`src/rtl/hazard_pkg.sv`:
```
// Shared types for the pipeline hazard controller.
// Included by hazard_ctrl and fwd_sel_unit.
package hazard_pkg;
  localparam int REG_ADDR_W = 5;

  typedef enum logic [1:0] {
    HZ_RUN      = 2'd0,
    HZ_LU_STALL = 2'd1,
    HZ_FLUSH    = 2'd2,
    HZ_FREEZE   = 2'd3
  } hz_state_e;

  typedef enum logic [1:0] {
    FWD_RF  = 2'b00,
    FWD_WB  = 2'b01,
    FWD_MEM = 2'b10
  } fwd_sel_e;
endpackage

```
`src/rtl/fwd_sel_unit.sv`:
```
// Forwarding select for one EX operand.
// EX/MEM result wins over MEM/WB; x0 is never forwarded.
module fwd_sel_unit
  import hazard_pkg::*;
#(
  parameter int AW = 5
) (
  input  logic [AW-1:0] i_rs,
  input  logic [AW-1:0] i_ex_rd,
  input  logic          i_ex_we,
  input  logic [AW-1:0] i_wb_rd,
  input  logic          i_wb_we,
  output fwd_sel_e      o_sel
);

  always_comb begin
    o_sel = FWD_RF;
    if (i_ex_we && i_ex_rd != '0 && i_ex_rd == i_rs)
      o_sel = FWD_MEM;
    else if (i_wb_we && i_wb_rd != '0 && i_wb_rd == i_rs)
      o_sel = FWD_WB;
  end

endmodule

```
`src/rtl/hazard_ctrl.sv`:
```
// Pipeline hazard controller: load-use, redirect, dmem freeze, forwarding.
// Define HAZARD_PERF_EN to build the stall/flush perf counters.
module hazard_ctrl
  import hazard_pkg::*;
#(
  parameter int REG_ADDR_W   = hazard_pkg::REG_ADDR_W,
  parameter int FREEZE_LIMIT = 255,
  parameter int CNT_W        = 32
) (
  input  logic                  clk,
  input  logic                  reset_n,
  input  logic [REG_ADDR_W-1:0] id_rs1,
  input  logic [REG_ADDR_W-1:0] id_rs2,
  input  logic                  id_use_rs1,
  input  logic                  id_use_rs2,
  input  logic [REG_ADDR_W-1:0] idex_rs1,
  input  logic [REG_ADDR_W-1:0] idex_rs2,
  input  logic [REG_ADDR_W-1:0] idex_rd,
  input  logic                  idex_mem_read,
  input  logic [REG_ADDR_W-1:0] exmem_rd,
  input  logic                  exmem_reg_write,
  input  logic [REG_ADDR_W-1:0] memwb_rd,
  input  logic                  memwb_reg_write,
  input  logic                  ex_redirect,
  input  logic                  dmem_busy,
  output logic                  pc_stall,
  output logic                  ifid_stall,
  output logic                  ifid_flush,
  output logic                  idex_flush,
  output logic                  pipe_freeze,
  output logic [1:0]            fwd_a,
  output logic [1:0]            fwd_b,
  output logic [1:0]            hz_state,
  output logic                  freeze_timeout,
  output logic [CNT_W-1:0]      stall_cycles,
  output logic [CNT_W-1:0]      flush_events
);

  localparam int FW = $clog2(FREEZE_LIMIT + 1);

  hz_state_e r_state;
  hz_state_e w_nxt;
  logic [FW-1:0] r_fcnt;
  logic r_timeout;
  logic w_lu;
  logic w_pc_stall, w_ifid_stall, w_ifid_flush;
  logic w_idex_flush, w_freeze;
  fwd_sel_e w_fwd_a, w_fwd_b;

  assign w_lu = idex_mem_read && idex_rd != '0 &&
                ((id_use_rs1 && idex_rd == id_rs1) ||
                 (id_use_rs2 && idex_rd == id_rs2));

  always_comb begin
    w_nxt        = HZ_RUN;
    w_pc_stall   = 1'b0;
    w_ifid_stall = 1'b0;
    w_ifid_flush = 1'b0;
    w_idex_flush = 1'b0;
    w_freeze     = 1'b0;
    unique case (r_state)
      HZ_FREEZE: begin
        if (dmem_busy) begin
          w_nxt        = HZ_FREEZE;
          w_pc_stall   = 1'b1;
          w_ifid_stall = 1'b1;
          w_freeze     = 1'b1;
        end
      end
      default: begin
        // load-use is masked after a bubble/flush: ID/EX is empty
        if (dmem_busy) begin
          w_nxt        = HZ_FREEZE;
          w_pc_stall   = 1'b1;
          w_ifid_stall = 1'b1;
          w_freeze     = 1'b1;
        end else if (ex_redirect) begin
          w_nxt        = HZ_FLUSH;
          w_ifid_flush = 1'b1;
          w_idex_flush = 1'b1;
        end else if (w_lu && r_state == HZ_RUN) begin
          w_nxt        = HZ_LU_STALL;
          w_pc_stall   = 1'b1;
          w_ifid_stall = 1'b1;
          w_idex_flush = 1'b1;
        end
      end
    endcase
    if (!reset_n) begin
      w_pc_stall   = 1'b0;
      w_ifid_stall = 1'b0;
      w_ifid_flush = 1'b0;
      w_idex_flush = 1'b0;
      w_freeze     = 1'b0;
    end
  end

  always_ff @(posedge clk or negedge reset_n) begin
    if (!reset_n) begin
      r_state   <= HZ_RUN;
      r_fcnt    <= '0;
      r_timeout <= 1'b0;
    end else begin
      r_state <= w_nxt;
      if (r_state == HZ_FREEZE) begin
        if (!dmem_busy) begin
          r_fcnt <= '0;
        end else if (r_fcnt != FW'(FREEZE_LIMIT)) begin
          r_fcnt <= r_fcnt + FW'(1);
          if (r_fcnt == FW'(FREEZE_LIMIT - 1))
            r_timeout <= 1'b1;
        end
      end
    end
  end

  fwd_sel_unit #(.AW(REG_ADDR_W)) u_fwd_a (
    .i_rs    (idex_rs1),
    .i_ex_rd (exmem_rd),
    .i_ex_we (exmem_reg_write),
    .i_wb_rd (memwb_rd),
    .i_wb_we (memwb_reg_write),
    .o_sel   (w_fwd_a)
  );

  fwd_sel_unit #(.AW(REG_ADDR_W)) u_fwd_b (
    .i_rs    (idex_rs2),
    .i_ex_rd (exmem_rd),
    .i_ex_we (exmem_reg_write),
    .i_wb_rd (memwb_rd),
    .i_wb_we (memwb_reg_write),
    .o_sel   (w_fwd_b)
  );

`ifdef HAZARD_PERF_EN
  logic [CNT_W-1:0] r_stall_cnt, r_flush_cnt;
  logic w_redir_acc;

  assign w_redir_acc = ex_redirect && !dmem_busy &&
                       r_state != HZ_FREEZE;

  always_ff @(posedge clk or negedge reset_n) begin
    if (!reset_n) begin
      r_stall_cnt <= '0;
      r_flush_cnt <= '0;
    end else begin
      if (w_pc_stall && r_stall_cnt != '1)
        r_stall_cnt <= r_stall_cnt + CNT_W'(1);
      if (w_redir_acc && r_flush_cnt != '1)
        r_flush_cnt <= r_flush_cnt + CNT_W'(1);
    end
  end

  assign stall_cycles = r_stall_cnt;
  assign flush_events = r_flush_cnt;
`else
  assign stall_cycles = '0;
  assign flush_events = '0;
`endif

  assign pc_stall       = w_pc_stall;
  assign ifid_stall     = w_ifid_stall;
  assign ifid_flush     = w_ifid_flush;
  assign idex_flush     = w_idex_flush;
  assign pipe_freeze    = w_freeze;
  assign fwd_a          = w_fwd_a;
  assign fwd_b          = w_fwd_b;
  assign hz_state       = r_state;
  assign freeze_timeout = r_timeout;

endmodule
```
`config.mk`:
```
export PLATFORM = sky130hd
export DESIGN_NAME = hazard_ctrl
export DESIGN_NICKNAME = d
export VERILOG_FILES = /design/src/rtl/hazard_pkg.sv /design/src/rtl/fwd_sel_unit.sv /design/src/rtl/hazard_ctrl.sv
export SDC_FILE = /design/constraint.sdc
export NUM_CORES = 1
export LEC_CHECK = 0
export CAP_MARGIN = 30
export CORE_ASPECT_RATIO = 1.75
export CORE_MARGIN = 8
export CORE_UTILIZATION = 60
export DETAILED_ROUTE_END_ITERATION = 8
export DONT_BUFFER_PORTS = 1
export GPL_ROUTABILITY_DRIVEN = 0
export HOLD_SLACK_MARGIN = 0.12
export PLACE_DENSITY = 0.85
export SLEW_MARGIN = 20
export SYNTH_ARGS = -nofsm -noshare
export SYNTH_HDL_FRONTEND = slang
export SYNTH_SLANG_ARGS = --single-unit
```
`constraint.sdc`:
```
create_clock -name clk -period 2.31 [get_ports clk]
set_input_delay 0.462 -clock clk [delete_from_list [all_inputs] [get_ports clk]]
set_output_delay 0.462 -clock clk [all_outputs]
set_load 0.01 [all_outputs]
```
==> results.txt <==
- CTS Buffer Depth: 2
- The via count of the first global-routing pass came to 1237.
* Hold WC Path Type: input port to flop
- Worst relative slew slack: 0.5075
- Fraction of the yosys area taken by sequential cells: 0.1796
* Worst Reg-to-Reg Cells: 5
* Clock-pin slew of the registers on the worst-case setup and hold paths: 50 ps
* Worst r2r src: r_fcnt[0]
- DRC errors left: 0
* Clk sink count: 11
* Per-cell routed wire length: 16.67 um
- Setup violations remaining at the end of the flow were counted as 0.
- Slew Viols, Final: 0
- Number of antenna violations at the first check in global routing: 0
* Maximum operating frequency: 460.4 MHz
* Largest net degree at the start of global routing: 14
* Die extent in x: 54.21 um
- Max-cap violations in this run came to 0.
- Count of flip-flops with a built-in enable after synthesis: 0
* Post-CTS setup buffer count: 0
- Area taken by multi-input logic gates: 980.9 um^2
* H-tree levels: 1
- In this run, synthesis produced a sequential element count of 11.
- In this run, post-CTS repair resized a total of 0 instances.
* Core Box Area: 2462 um^2
* Clk_lat worst skew: 240 ps
- Yosys warning total: 0
* Static leakage power: 0.6616 nW
* Met1 wire length: 899 um
- In this run the worst path has a maximum fanout of 3.
- Area overhead of the layout relative to synthesis: -10.61%
- Worst setup path endpoint: fwd_a[0]
* Combined flip-flop and latch cell area: 275.3 um^2
- Global routing finished with a remaining overflow of 0.
- Min Clock Period, post-route: 2172 ps
- Critical path buffers and inverters: 0
* Number of logic stages on the critical path including buffering: 4
- For this run, the slowest stage of the critical path takes 530 ps.
- The filler cells instantiated in the layout total 241.
- Among all stages on the critical path, the largest delay is contributed by or4_1.
- The number of antenna diodes in the final layout is 0.
* Detail Route Antenna Nets: 0
- Worst path required time: 1850 ps
- Largest delay contributor family on the critical path: simple AND/OR/NAND/NOR gates
* Endpoint of the worst-slack reg-to-reg timing path: r_fcnt[3]
- Launch point of the worst hold path: dmem_busy
- In this run, CTS created clock tree buffers numbering 3.
* Total Routed Length: 3.535 mm
- Detailed placement finished with a half-perimeter wire length of 3.117 mm.
* Hold violation count in the final report: 0
- Across the VDD grid, the largest voltage drop is 0.1651 mV.
* Kind of launch point of the worst setup path: input port
* Final net count: 233
* Worst Hold Path Cells: 1
- Unrepaired setup endpoints after global routing: false
- The synthesized netlist contains 38 unique library cells.
- First DRT Iteration DRCs: 5
* Initial standard-cell utilization of the core: 0.6225
- At the pin with the least slew margin, the transition time is 732.0 ps.
* Total via count in the routed design: 1093
* Total Routing Usage GR: 0.1426
* Worst Setup Path Type: input port to output pin
- buf_4 takes more of the synthesized area than any other cell.
- Port buffering added 0 buffers.
- Leading post-synthesis cells by cell area: buf_4, dfrtp_1, xor2_1
- The first global-routing pass estimated 5.264 mm of wire.
- Fraction of layout cells with a size suffix above 1: 0.05914
* Crit-path cells: or4_1, o21ai_2, nor4_1, nor4_2
- Number of placed I/O pins: 120
* Proportion of netlist area held by the largest area contributor: 0.3184
* Crit end category: output pin
* DR vias/cell: 5.156
* Outcome: finished, final reports clean
- Proportion of register bits with asynchronous set or reset after synthesis: 1.000
* Mean instance size in the synthesized netlist: 8.330 um^2
- TritonCTS built the clock tree.
- Measured on the finished design, the core utilization comes to 0.5564.
* Setup crit start: exmem_rd[4]
- Total length of routed met2 wires: 1.933 mm
* Power density over the cells: 443.1 nW/um^2
* Post-cts hold buffer count: 1
- Clock skew after layout: 3.796 ps
* Total met3 wirelength after detailed routing: 612 um
- Worst endpoint data arrival time: 1710 ps
- Clock tree synthesis selected as its root buffer the cell clkbuf_8.
- In this run the vertical extent of the chip is 82.86 um.
- Synthesis produced 184 cells.
- Post-synth top flop: dfrtp_1
- In this run the register-to-register setup slack is 490 ps.
- The synthesized netlist occupies a cell area of 1533 um^2.
* Uppermost signal routing layer after detailed routing: met4
- After routing, the total negative slack on setup checks comes to 0 ps.
- Row generation in the floorplan step produced 24 rows.
* Detailed-router iteration count before antenna repair: 3
- The floorplan step defined a die boundary enclosing 4491 um^2.
- Post-route fraction of the period consumed by the critical path: 0.9404
-- routing by layer --
metal,global-route usage,vias to the layer above
met3,0.06071,6
met4,0.08108,0
met1,0.1089,495
li1,-,503
met2,0.2642,89
met5,0,-
-- metrics by stage --
stage	total power, mW	instances	area, um^2	hold slack (ps)	worst slack, ps
floorplan	0.4659	247	1769	166.4	184.4
global placement	0.4029	207	1315	166.8	158.6
detailed placement	0.4082	207	1315	166.7	114.9
CTS	0.6096	212	1370	316.1	116.4
global route	0.6482	212	1370	316.1	96.81
finish	0.6071	212	1370	321.4	137.8
-- how the worst min path moves through the flow --
stage                           to
finish                 hz_state[1]
global placement    freeze_timeout
CTS                    hz_state[1]
floorplan           freeze_timeout
detailed placement  freeze_timeout
global route           hz_state[1]
-- cells in the mapped netlist (4+ instances only) --
library cell,n
a21oi_1,6
buf_4,65
dfrtp_1,11
nand2_1,5
nand3_1,7
nor2_1,7
nor4_1,4
or4_1,5
xnor2_1,10
xor2_1,22
-- worst reg2reg max path, stage by stage (launching register included) --
cell and delay [ps]:
dfrtp_1 440, ha_1 280, and3_1 270, a21oi_1 190
mux2_2 350, a22o_1 170
-- cells by family (layout without fill, tap and decap cells) --
logic type      Yosys count  in the layout  synth area share
simple gates             39             39            0.1486
flops                    11             11            0.1796
mux                       1              1          0.007346
buf+inv                  71             10            0.3347
xor+xnor                 32             32            0.1829
fa+ha+maj                 2              2           0.01632
compound gates           27             27            0.1282
other cells               1             64          0.002447
-- placed cells by master, fill, tap and decap left out, drive strengths merged, types with 3 or more instances in the layout --
cell,count
a21o,3
a21oi,6
a22o,3
and2,3
clkbuf,4
conb,64
dfrtp,11
inv,3
nand2,5
nand3,7
nor2,7
nor4,6
o21ai,5
or4,5
xnor2,10
xor2,22
-- sequential cells by signal (all words and copies together) (netlist names) --
register / cells
freeze_timeout: 1
hz_state: 2
r_fcnt: 8
-- power by group --
group | leakage (nW) | switching (mW) | total, mW | internal, mW
combinational | 0.495 | 0.105 | 0.173 | 0.0671
clock | 0.0228 | 0.0706 | 0.192 | 0.121
sequential | 0.144 | 0.0299 | 0.243 | 0.213
-- area by class of cell --
class,instances,share of cell area
multi-input cells,165,0.7160
flip-flops and latches,11,0.2009
clock buffers,4,0.03288
well taps,26,0.02374
repair buffers,3,0.01826
inverters,3,0.008219
Note: power is estimated with default switching activity, not from simulation.
